--- src/rtl/dmem_arbiter_if.sv ---
`default_nettype none
// +--------------------------------------------------------------------------+
// | dmem_arbiter_if : fetch/load-store request ports and memory strobe bus    |
// | Revision 1.0                                                             |
// +--------------------------------------------------------------------------+
interface dmem_arbiter_if;
    logic        i_req;
    logic [31:0] i_addr;
    logic        i_ack;
    logic        i_done;
    logic        d_req;
    logic        d_we;
    logic [31:0] d_addr;
    logic [31:0] d_wdata;
    logic        d_ack;
    logic        d_done;
    logic [31:0] rdata;
    logic        err;
    logic        mem_visit;
    logic [31:0] mem_addr;
    logic [31:0] mem_data;
    logic        mem_we;
    logic [31:0] mem_outp;
    logic        mem_valid;
    logic        mem_vivi;

    modport slave (
        input  i_req, i_addr, d_req, d_we, d_addr, d_wdata,
        input  mem_outp, mem_valid, mem_vivi,
        output i_ack, i_done, d_ack, d_done, rdata, err,
        output mem_visit, mem_addr, mem_data, mem_we
    );

    modport master (
        output i_req, i_addr, d_req, d_we, d_addr, d_wdata,
        output mem_outp, mem_valid, mem_vivi,
        input  i_ack, i_done, d_ack, d_done, rdata, err,
        input  mem_visit, mem_addr, mem_data, mem_we
    );
endinterface
`default_nettype wire

--- src/rtl/dmem_arbiter.sv ---
`default_nettype none
// +--------------------------------------------------------------------------+
// | dmem_arbiter : round-robin fetch/load-store sequencer for the data memory |
// | Revision 1.0                                                             |
// +--------------------------------------------------------------------------+
module dmem_arbiter #(
    parameter int MEM_BYTES = 262144,
    parameter int TIMEOUT   = 15
) (
    input  logic           clock,
    input  logic           reset0,
    dmem_arbiter_if.slave  bus
);
    localparam logic [31:0]   MAX_ADDR  = 32'(MEM_BYTES - 4);
    localparam int            CW        = (TIMEOUT < 1) ? 1 : $clog2(TIMEOUT + 1);
    localparam logic [CW-1:0] C_TIMEOUT = CW'(TIMEOUT);

    typedef enum logic [1:0] {
        S_IDLE  = 2'd0,
        S_ISSUE = 2'd1,
        S_WAIT  = 2'd2
    } state_t;

    state_t        state_q, state_d;
    logic          last_d_q, last_d_d;
    logic          gnt_d_q, gnt_d_d;
    logic          we_q, we_d;
    logic          illegal_q, illegal_d;
    logic          vivi_ref_q, vivi_ref_d;
    logic [CW-1:0] cnt_q, cnt_d;

    logic          i_ack_q, i_ack_d;
    logic          d_ack_q, d_ack_d;
    logic          i_done_q, i_done_d;
    logic          d_done_q, d_done_d;
    logic [31:0]   rdata_q, rdata_d;
    logic          err_q, err_d;
    logic          mem_visit_q, mem_visit_d;
    logic [31:0]   mem_addr_q, mem_addr_d;
    logic [31:0]   mem_data_q, mem_data_d;
    logic          mem_we_q, mem_we_d;

    logic          w_pick_d;
    logic [31:0]   w_addr;
    logic          w_we;
    logic [31:0]   w_wdata;
    logic          w_legal;
    logic          w_fin;
    logic          w_fin_err;
    logic [31:0]   w_fin_rdata;

    // On a tie the port that did not win last time is chosen.
    assign w_pick_d = bus.d_req & (~bus.i_req | ~last_d_q);
    assign w_addr   = w_pick_d ? bus.d_addr : bus.i_addr;
    assign w_we     = w_pick_d & bus.d_we;
    assign w_wdata  = w_pick_d ? bus.d_wdata : 32'h0;
    assign w_legal  = (w_addr[1:0] == 2'b00) && (w_addr <= MAX_ADDR);

    always_comb begin
        state_d     = state_q;
        last_d_d    = last_d_q;
        gnt_d_d     = gnt_d_q;
        we_d        = we_q;
        illegal_d   = illegal_q;
        vivi_ref_d  = vivi_ref_q;
        cnt_d       = cnt_q;
        i_ack_d     = 1'b0;
        d_ack_d     = 1'b0;
        i_done_d    = 1'b0;
        d_done_d    = 1'b0;
        rdata_d     = rdata_q;
        err_d       = err_q;
        mem_visit_d = 1'b0;
        mem_we_d    = 1'b0;
        mem_addr_d  = mem_addr_q;
        mem_data_d  = mem_data_q;
        w_fin       = 1'b0;
        w_fin_err   = 1'b0;
        w_fin_rdata = 32'h0;

        case (state_q)
            S_IDLE: begin
                if (bus.i_req || bus.d_req) begin
                    last_d_d   = w_pick_d;
                    gnt_d_d    = w_pick_d;
                    i_ack_d    = ~w_pick_d;
                    d_ack_d    = w_pick_d;
                    we_d       = w_we;
                    vivi_ref_d = bus.mem_vivi;
                    illegal_d  = ~w_legal;
                    if (w_legal) begin
                        mem_visit_d = 1'b1;
                        mem_addr_d  = w_addr;
                        mem_we_d    = w_we;
                        mem_data_d  = w_wdata;
                    end
                    state_d = S_ISSUE;
                end
            end

            S_ISSUE: begin
                cnt_d = '0;
                // Rejected accesses complete here without touching memory.
                if (illegal_q) begin
                    w_fin     = 1'b1;
                    w_fin_err = 1'b1;
                end else begin
                    state_d = S_WAIT;
                end
            end

            S_WAIT: begin
                if (bus.mem_vivi != vivi_ref_q) begin
                    w_fin       = 1'b1;
                    w_fin_err   = ~bus.mem_valid;
                    w_fin_rdata = we_q ? 32'h0 : bus.mem_outp;
                end else if (cnt_q == C_TIMEOUT) begin
                    w_fin     = 1'b1;
                    w_fin_err = 1'b1;
                end else begin
                    cnt_d = cnt_q + CW'(1);
                end
            end

            default: state_d = S_IDLE;
        endcase

        if (w_fin) begin
            i_done_d = ~gnt_d_q;
            d_done_d = gnt_d_q;
            err_d    = w_fin_err;
            rdata_d  = w_fin_rdata;
            state_d  = S_IDLE;
        end
    end

    always_ff @(posedge clock or negedge reset0) begin
        if (!reset0) begin
            state_q     <= S_IDLE;
            last_d_q    <= 1'b1;
            gnt_d_q     <= 1'b0;
            we_q        <= 1'b0;
            illegal_q   <= 1'b0;
            vivi_ref_q  <= 1'b0;
            cnt_q       <= '0;
            i_ack_q     <= 1'b0;
            d_ack_q     <= 1'b0;
            i_done_q    <= 1'b0;
            d_done_q    <= 1'b0;
            rdata_q     <= 32'h0;
            err_q       <= 1'b0;
            mem_visit_q <= 1'b0;
            mem_addr_q  <= 32'h0;
            mem_data_q  <= 32'h0;
            mem_we_q    <= 1'b0;
        end else begin
            state_q     <= state_d;
            last_d_q    <= last_d_d;
            gnt_d_q     <= gnt_d_d;
            we_q        <= we_d;
            illegal_q   <= illegal_d;
            vivi_ref_q  <= vivi_ref_d;
            cnt_q       <= cnt_d;
            i_ack_q     <= i_ack_d;
            d_ack_q     <= d_ack_d;
            i_done_q    <= i_done_d;
            d_done_q    <= d_done_d;
            rdata_q     <= rdata_d;
            err_q       <= err_d;
            mem_visit_q <= mem_visit_d;
            mem_addr_q  <= mem_addr_d;
            mem_data_q  <= mem_data_d;
            mem_we_q    <= mem_we_d;
        end
    end

    assign bus.i_ack     = i_ack_q;
    assign bus.d_ack     = d_ack_q;
    assign bus.i_done    = i_done_q;
    assign bus.d_done    = d_done_q;
    assign bus.rdata     = rdata_q;
    assign bus.err       = err_q;
    assign bus.mem_visit = mem_visit_q;
    assign bus.mem_addr  = mem_addr_q;
    assign bus.mem_data  = mem_data_q;
    assign bus.mem_we    = mem_we_q;

endmodule
`default_nettype wire

--- src/flat_wrapper.sv ---
// flat-port wrapper written by rule: the top's interface ports become plain ports
module dmem_arbiter_flat 
#(
    parameter int MEM_BYTES = 262144,
    parameter int TIMEOUT   = 15
)
  (clock, reset0, bus_i_req, bus_i_addr, bus_d_req, bus_d_we, bus_d_addr, bus_d_wdata, bus_mem_outp, bus_mem_valid, bus_mem_vivi, bus_i_ack, bus_i_done, bus_d_ack, bus_d_done, bus_rdata, bus_err, bus_mem_visit, bus_mem_addr, bus_mem_data, bus_mem_we);
  dmem_arbiter_if bus_i ();
  input  logic clock;
  input  logic reset0;
  input wire logic [$bits(bus_i.i_req)-1:0] bus_i_req;
  input wire logic [$bits(bus_i.i_addr)-1:0] bus_i_addr;
  input wire logic [$bits(bus_i.d_req)-1:0] bus_d_req;
  input wire logic [$bits(bus_i.d_we)-1:0] bus_d_we;
  input wire logic [$bits(bus_i.d_addr)-1:0] bus_d_addr;
  input wire logic [$bits(bus_i.d_wdata)-1:0] bus_d_wdata;
  input wire logic [$bits(bus_i.mem_outp)-1:0] bus_mem_outp;
  input wire logic [$bits(bus_i.mem_valid)-1:0] bus_mem_valid;
  input wire logic [$bits(bus_i.mem_vivi)-1:0] bus_mem_vivi;
  output wire logic [$bits(bus_i.i_ack)-1:0] bus_i_ack;
  output wire logic [$bits(bus_i.i_done)-1:0] bus_i_done;
  output wire logic [$bits(bus_i.d_ack)-1:0] bus_d_ack;
  output wire logic [$bits(bus_i.d_done)-1:0] bus_d_done;
  output wire logic [$bits(bus_i.rdata)-1:0] bus_rdata;
  output wire logic [$bits(bus_i.err)-1:0] bus_err;
  output wire logic [$bits(bus_i.mem_visit)-1:0] bus_mem_visit;
  output wire logic [$bits(bus_i.mem_addr)-1:0] bus_mem_addr;
  output wire logic [$bits(bus_i.mem_data)-1:0] bus_mem_data;
  output wire logic [$bits(bus_i.mem_we)-1:0] bus_mem_we;
  assign bus_i.i_req = bus_i_req;
  assign bus_i.i_addr = bus_i_addr;
  assign bus_i.d_req = bus_d_req;
  assign bus_i.d_we = bus_d_we;
  assign bus_i.d_addr = bus_d_addr;
  assign bus_i.d_wdata = bus_d_wdata;
  assign bus_i.mem_outp = bus_mem_outp;
  assign bus_i.mem_valid = bus_mem_valid;
  assign bus_i.mem_vivi = bus_mem_vivi;
  assign bus_i_ack = bus_i.i_ack;
  assign bus_i_done = bus_i.i_done;
  assign bus_d_ack = bus_i.d_ack;
  assign bus_d_done = bus_i.d_done;
  assign bus_rdata = bus_i.rdata;
  assign bus_err = bus_i.err;
  assign bus_mem_visit = bus_i.mem_visit;
  assign bus_mem_addr = bus_i.mem_addr;
  assign bus_mem_data = bus_i.mem_data;
  assign bus_mem_we = bus_i.mem_we;
  dmem_arbiter #(.MEM_BYTES(MEM_BYTES), .TIMEOUT(TIMEOUT)) u_core (.clock(clock), .reset0(reset0), .bus(bus_i));
endmodule
--- config.mk ---
export PLATFORM = sky130hd
export DESIGN_NAME = dmem_arbiter_flat
export DESIGN_NICKNAME = d
export VERILOG_FILES = /design/src/rtl/dmem_arbiter_if.sv /design/src/rtl/dmem_arbiter.sv /design/src/flat_wrapper.sv
export SDC_FILE = /design/constraint.sdc
export NUM_CORES = 1
export LEC_CHECK = 0
export ABC_AREA = 1
export BUFFER_PORTS_ARGS = -buffer_cell sky130_fd_sc_hd__clkbuf_2
export CAP_MARGIN = 5
export CORE_ASPECT_RATIO = 0.5
export CORE_MARGIN = 1.5
export CORE_UTILIZATION = 49
export CTS_CLUSTER_SIZE = 25
export DETAILED_ROUTE_END_ITERATION = 10
export GPL_TIMING_DRIVEN = 0
export HOLD_SLACK_MARGIN = 0.1
export PLACE_DENSITY = 0.82
export SYNTH_ARGS = -nofsm -noshare
export SYNTH_HDL_FRONTEND = slang
export SYNTH_SLANG_ARGS = --single-unit
--- constraint.sdc ---
create_clock -name clock -period 3.7 [get_ports clock]
set_input_delay 0.37 -clock clock [delete_from_list [all_inputs] [get_ports clock]]
set_output_delay 0.37 -clock clock [all_outputs]
set_load 0.02 [all_outputs]
==> results.md <==
Outcome:
- The run finished with clean final reports.

Global route:
- For this run, the total global-route usage over all layers was measured as around a quarter.
- The number of antenna violations at the first check in global routing came to 0.
- The number of global-route vias before repair is 5,119.
- The global-route wire length before repair is ~24,000 µm.
- The maximum number of pins on one net before global-route repair is 115.
- The total grt overflow is 0.

Critical path:
- Data arrives at the worst endpoint at 2.58 ns.
- In this run the register-to-register setup slack is around 1.4 ns.
- Traced cell by cell, the critical path runs through inv_1 -> ha_1 -> inv_1 -> nor3_1 -> clkbuf_1 -> nand2_1 -> o21ai_0.
- Grouping stages by cell kind, the critical path spends the most delay in simple AND/OR/NAND/NOR gates.
- The critical path starts at u_core.state_q[0]$_DFFE_PN0P_.
- The setup path with the least slack is of type reg2reg.
- The capturing element type of the critical path is a register.
- The library cell contributing the largest single delay on the critical path is sky130_fd_sc_hd__nor3_1.
- The count of buffering cells on the critical path with inverters included is 3.
- The worst setup path is launched from a register.
- The cell depth of the worst setup path is 7.
- In this run the critical register-to-register path is launched from u_core.state_q[0]$_DFFE_PN0P_.
- The critical register-to-register path endpoint is u_core.bus.rdata[12]$_DFFE_PN0P_.
- The capture point of the worst path is u_core.bus.rdata[12]$_DFFE_PN0P_.
- The worst endpoint required time is approximately 4.0 ns.
- Of all nets on the critical path, the largest fanout is 10.
- The delay of the slowest critical-path stage is around 0.63 ns.
- In this design, the critical path's most frequently occurring cell is sky130_fd_sc_hd__inv_1.
- The logic depth of the worst register-to-register path is 7.

Clock tree:
- The number of sinks driven by the clock tree is ~110.
- The cell sitting at the root of the clock tree is a sky130_fd_sc_hd__clkbuf_16.
- The TritonCTS buffer count is 17.
- The worst-case clock buffer depth is 2.
- The clock transition at the registers of the reported paths is 0.05 ns.
- The later-pin clock latency in the skew report is roughly 0.41 ns.
- The total of hold buffers inserted after clock tree synthesis is 0.
- The number of post-CTS setup repair buffers is 0.
- The H-tree generated during clock tree synthesis spans 4 levels.
- Gates resized during post-CTS repair numbered 0.
- The clock tree from TritonCTS is built.

Finish:
- The top cell types in the final layout, fill and taps aside, are sky130_fd_sc_hd__nand2_1 (261), sky130_fd_sc_hd__clkbuf_2 (235), sky130_fd_sc_hd__dfrtp_1 (113).
- Across the whole layout, storage elements account for 2850 µm².
- The count of antenna diodes in the layout is 0.
- Cells fill about two thirds of the core in the end.
- The layout cell share with drive strength beyond 1 is a little under 30%.
- Leaving out fill and tap cells, the most frequent cell in the layout is sky130_fd_sc_hd__nand2_1.
- The area of the multi-input gates is 2090 µm².
- The layout overhead on the synthesized area is 35.2%.
- The final layout contains approximately 1,100 nets.
- Fill cells in the final layout number around 900.

Place:
- Prior to clock tree synthesis, the placed netlist has a worst setup slack of approximately 1.4 ns.
- Routability-driven placement finished with a final weighted congestion of 0.898.
- Summed over all nets, the half-perimeter wirelength after detailed placement is 10,600 µm.
- Buffers placed on the I/O ports in this run total about 240.

Synth:
- For this run, asynchronously set or reset flops after synthesis account for 100%.
- The number of instances in the synthesized netlist is 723.
- The predominant post-synthesis flop cell is sky130_fd_sc_hd__dfrtp_1.
- The warning count from the yosys run is 0.
- After synthesis the netlist holds a flip-flop and latch count of approximately 110.
- Synthesis produced a netlist with a net count of 862.
- In this run, distinct cell masters in the synthesized netlist total 21.
- A synthesized cell averages between 7 and 8 µm².
- The mapped netlist covers ~5600 µm².
- The sequential fraction of the synthesis area is 51.2%.
- The number of synthesized flops with an enable pin is 0.

Route:
- After detailed routing, the number of vias per cell comes to about 4.8.
- The DRC violation count after routing is 0.
- The DRC marker count from the first detailed-route iteration is 269.
- Once detail routing completed, the nets flagged for antenna violations numbered 0.
- The iteration count of the initial detailed-routing pass is 5.
- The routed wire length is between 10,000 and 15,000 µm.
- Dividing the detail-routed wire length by the instance count gives 12.8 µm.
- For this block, the via count after detailed routing is ~5,400.

Timing:
- Between clock sinks in the finished design, the worst skew comes to roughly 0.015 ns.
- The number of hold violations in the final report is 0.
- The post-route fraction of the period consumed by the critical path is 61.4%.
- The worst path meets setup with 1.43 ns of slack.
- The routed design could run at a clock period as short as 2.27 ns.
- The worst relative slew slack is about two fifths.
- The count of pins over their slew limit is 0.
- The final-layout setup total negative slack is 0 ns.
- Setup violations remaining at the end of the flow were counted as 0.
- Timing would allow up to around 0.44 GHz.
- Setup repair after global routing left no endpoint under its margin.
- For the pin with the worst max-slew slack, the measured transition is approximately 0.9 ns.

Job:
- The tool flagged a number of max-cap violations equal to 0.

Pwr:
- Summed over all cells, the static leakage comes to 4.67 nW.
- The fraction of power consumed by combinational cells is between 20 and 30%.
- The switching power share of the total is between 30% and 40%.
- The worst ir drop on vdd is between 0.2 and 0.3 mV.
- Internal power comes to between 2 and 3 mW.
- Sequential cells burn 34.6% of the power.
- In this run, the clock network consumes 36.8% of the power.
- The power dissipated by switching net loads is around 1.5 mW.
- In this run the power density over the cells is 579 nW/µm².

Floorplan:
- The core region is 11,000 µm².
- The top-level I/O count is 238.
- The initial utilization of the core area, before any placement, comes to between 50% and 60%.
- The number of rows created at floorplan is 27.
- The die covers 12,100 µm².
- The die is approximately 150 µm wide.
- The die boundary height is a little under 80 µm.

Worst hold path:
- The classification of the worst-slack hold path is in2async.
==> layer usage <==
metal  vias up  wire length (µm)  track usage, %
li1       2709                 -               -
met1      2491              6220            29.1
met2       186              7230            43.9
met3        25               811            6.57
met4         0               251            9.32
met5         -                 0               0
==> cell usage after synthesis (2+ instances only) <==
master	n	area share, %
sky130_fd_sc_hd__buf_6	9	1.8
sky130_fd_sc_hd__ha_1	4	0.90
sky130_fd_sc_hd__dfrtp_1	113	51
sky130_fd_sc_hd__nand2_1	261	18
sky130_fd_sc_hd__nor2_1	56	3.8
sky130_fd_sc_hd__nor3_1	3	0.27
sky130_fd_sc_hd__buf_2	7	0.63
sky130_fd_sc_hd__nand3b_1	11	1.5
sky130_fd_sc_hd__clkbuf_1	18	1.2
sky130_fd_sc_hd__mux2i_1	16	2.9
sky130_fd_sc_hd__a21oi_1	3	0.27
sky130_fd_sc_hd__nand2_2	2	0.22
sky130_fd_sc_hd__nand3_1	69	6.2
sky130_fd_sc_hd__buf_4	5	0.67
sky130_fd_sc_hd__o21ai_0	38	3.4
sky130_fd_sc_hd__inv_1	103	6.9
==> worst min path at each step <==
stage	from	end	slack [ns]	cells past startpoint
6_report	reset0	u_core.bus.rdata[23]$_DFFE_PN0P_	0.09	1
5_1_grt	reset0	u_core.bus.rdata[27]$_DFFE_PN0P_	0.14	1
3_5_place_dp	u_core.gnt_d_q$_DFFE_PN0P_	u_core.bus.i_done$_DFF_PN0_	0.41	1
4_1_cts	reset0	u_core.bus.rdata[17]$_DFFE_PN0P_	0.13	1
3_3_place_gp	u_core.gnt_d_q$_DFFE_PN0P_	u_core.bus.i_done$_DFF_PN0_	0.41	1
2_1_floorplan	reset0	u_core.bus.d_ack$_DFF_PN0_	0.07	0
==> flip-flops by register name (all words and copies together) (netlist names), 2 cells and up <==
register and cells:
u_core.bus.mem_addr 32, u_core.bus.mem_data 32, u_core.bus.rdata 32, u_core.cnt_q 4, u_core.state_q 2
==> area by class of cell <==
cell class,count,area share [%]
repair buffers,236,15.8
plain buffers,40,3.25
well taps,145,2.41
inverters,103,5.13
clock buffers,23,6.48
flip-flops and latches,114,37.9
clock inverters,9,1.38
multi-input cells,466,27.7
==> cell families (layout without fill, tap and decap cells) <==
| group | count (synthesis) | after routing | share of synthesized area, % |
|---|---|---|---|
| muxes | 16 | 16 | 2.87 |
| and+or+nand+nor | 402 | 402 | 29.5 |
| adders and majority gates | 4 | 4 | 0.898 |
| xor gates and xnor gates | 1 | 1 | 0.157 |
| AOI/OAI and AO/OA | 43 | 43 | 3.97 |
| DFF | 114 | 114 | 51.2 |
| buffers and inverters | 143 | 411 | 11.3 |
==> power groups by stage <==
stage | Combinational, mW | Clock, mW | Sequential (mW)
floorplan | 0.639 | 0 | 1.68
global placement | 1.22 | 0 | 1.52
detailed placement | 1.25 | 0 | 1.53
CTS | 1.26 | 1.63 | 1.50
global route | 1.39 | 1.69 | 1.52
finish | 1.25 | 1.60 | 1.51
==> stage by stage <==
step | area (µm²) | total power, mW | hold slack, ns | instances
after CTS | 7530 | 4.40 | 0.128 | 1136
final | 7530 | 4.36 | 0.0860 | 1136
after floorplan | 5570 | 2.32 | 0.0744 | 723
after global routing | 7530 | 4.61 | 0.140 | 1136
after global placement | 6930 | 2.74 | 0.408 | 1104
after detailed placement | 6940 | 2.78 | 0.414 | 1104
Power figures use the tool's default switching activity.
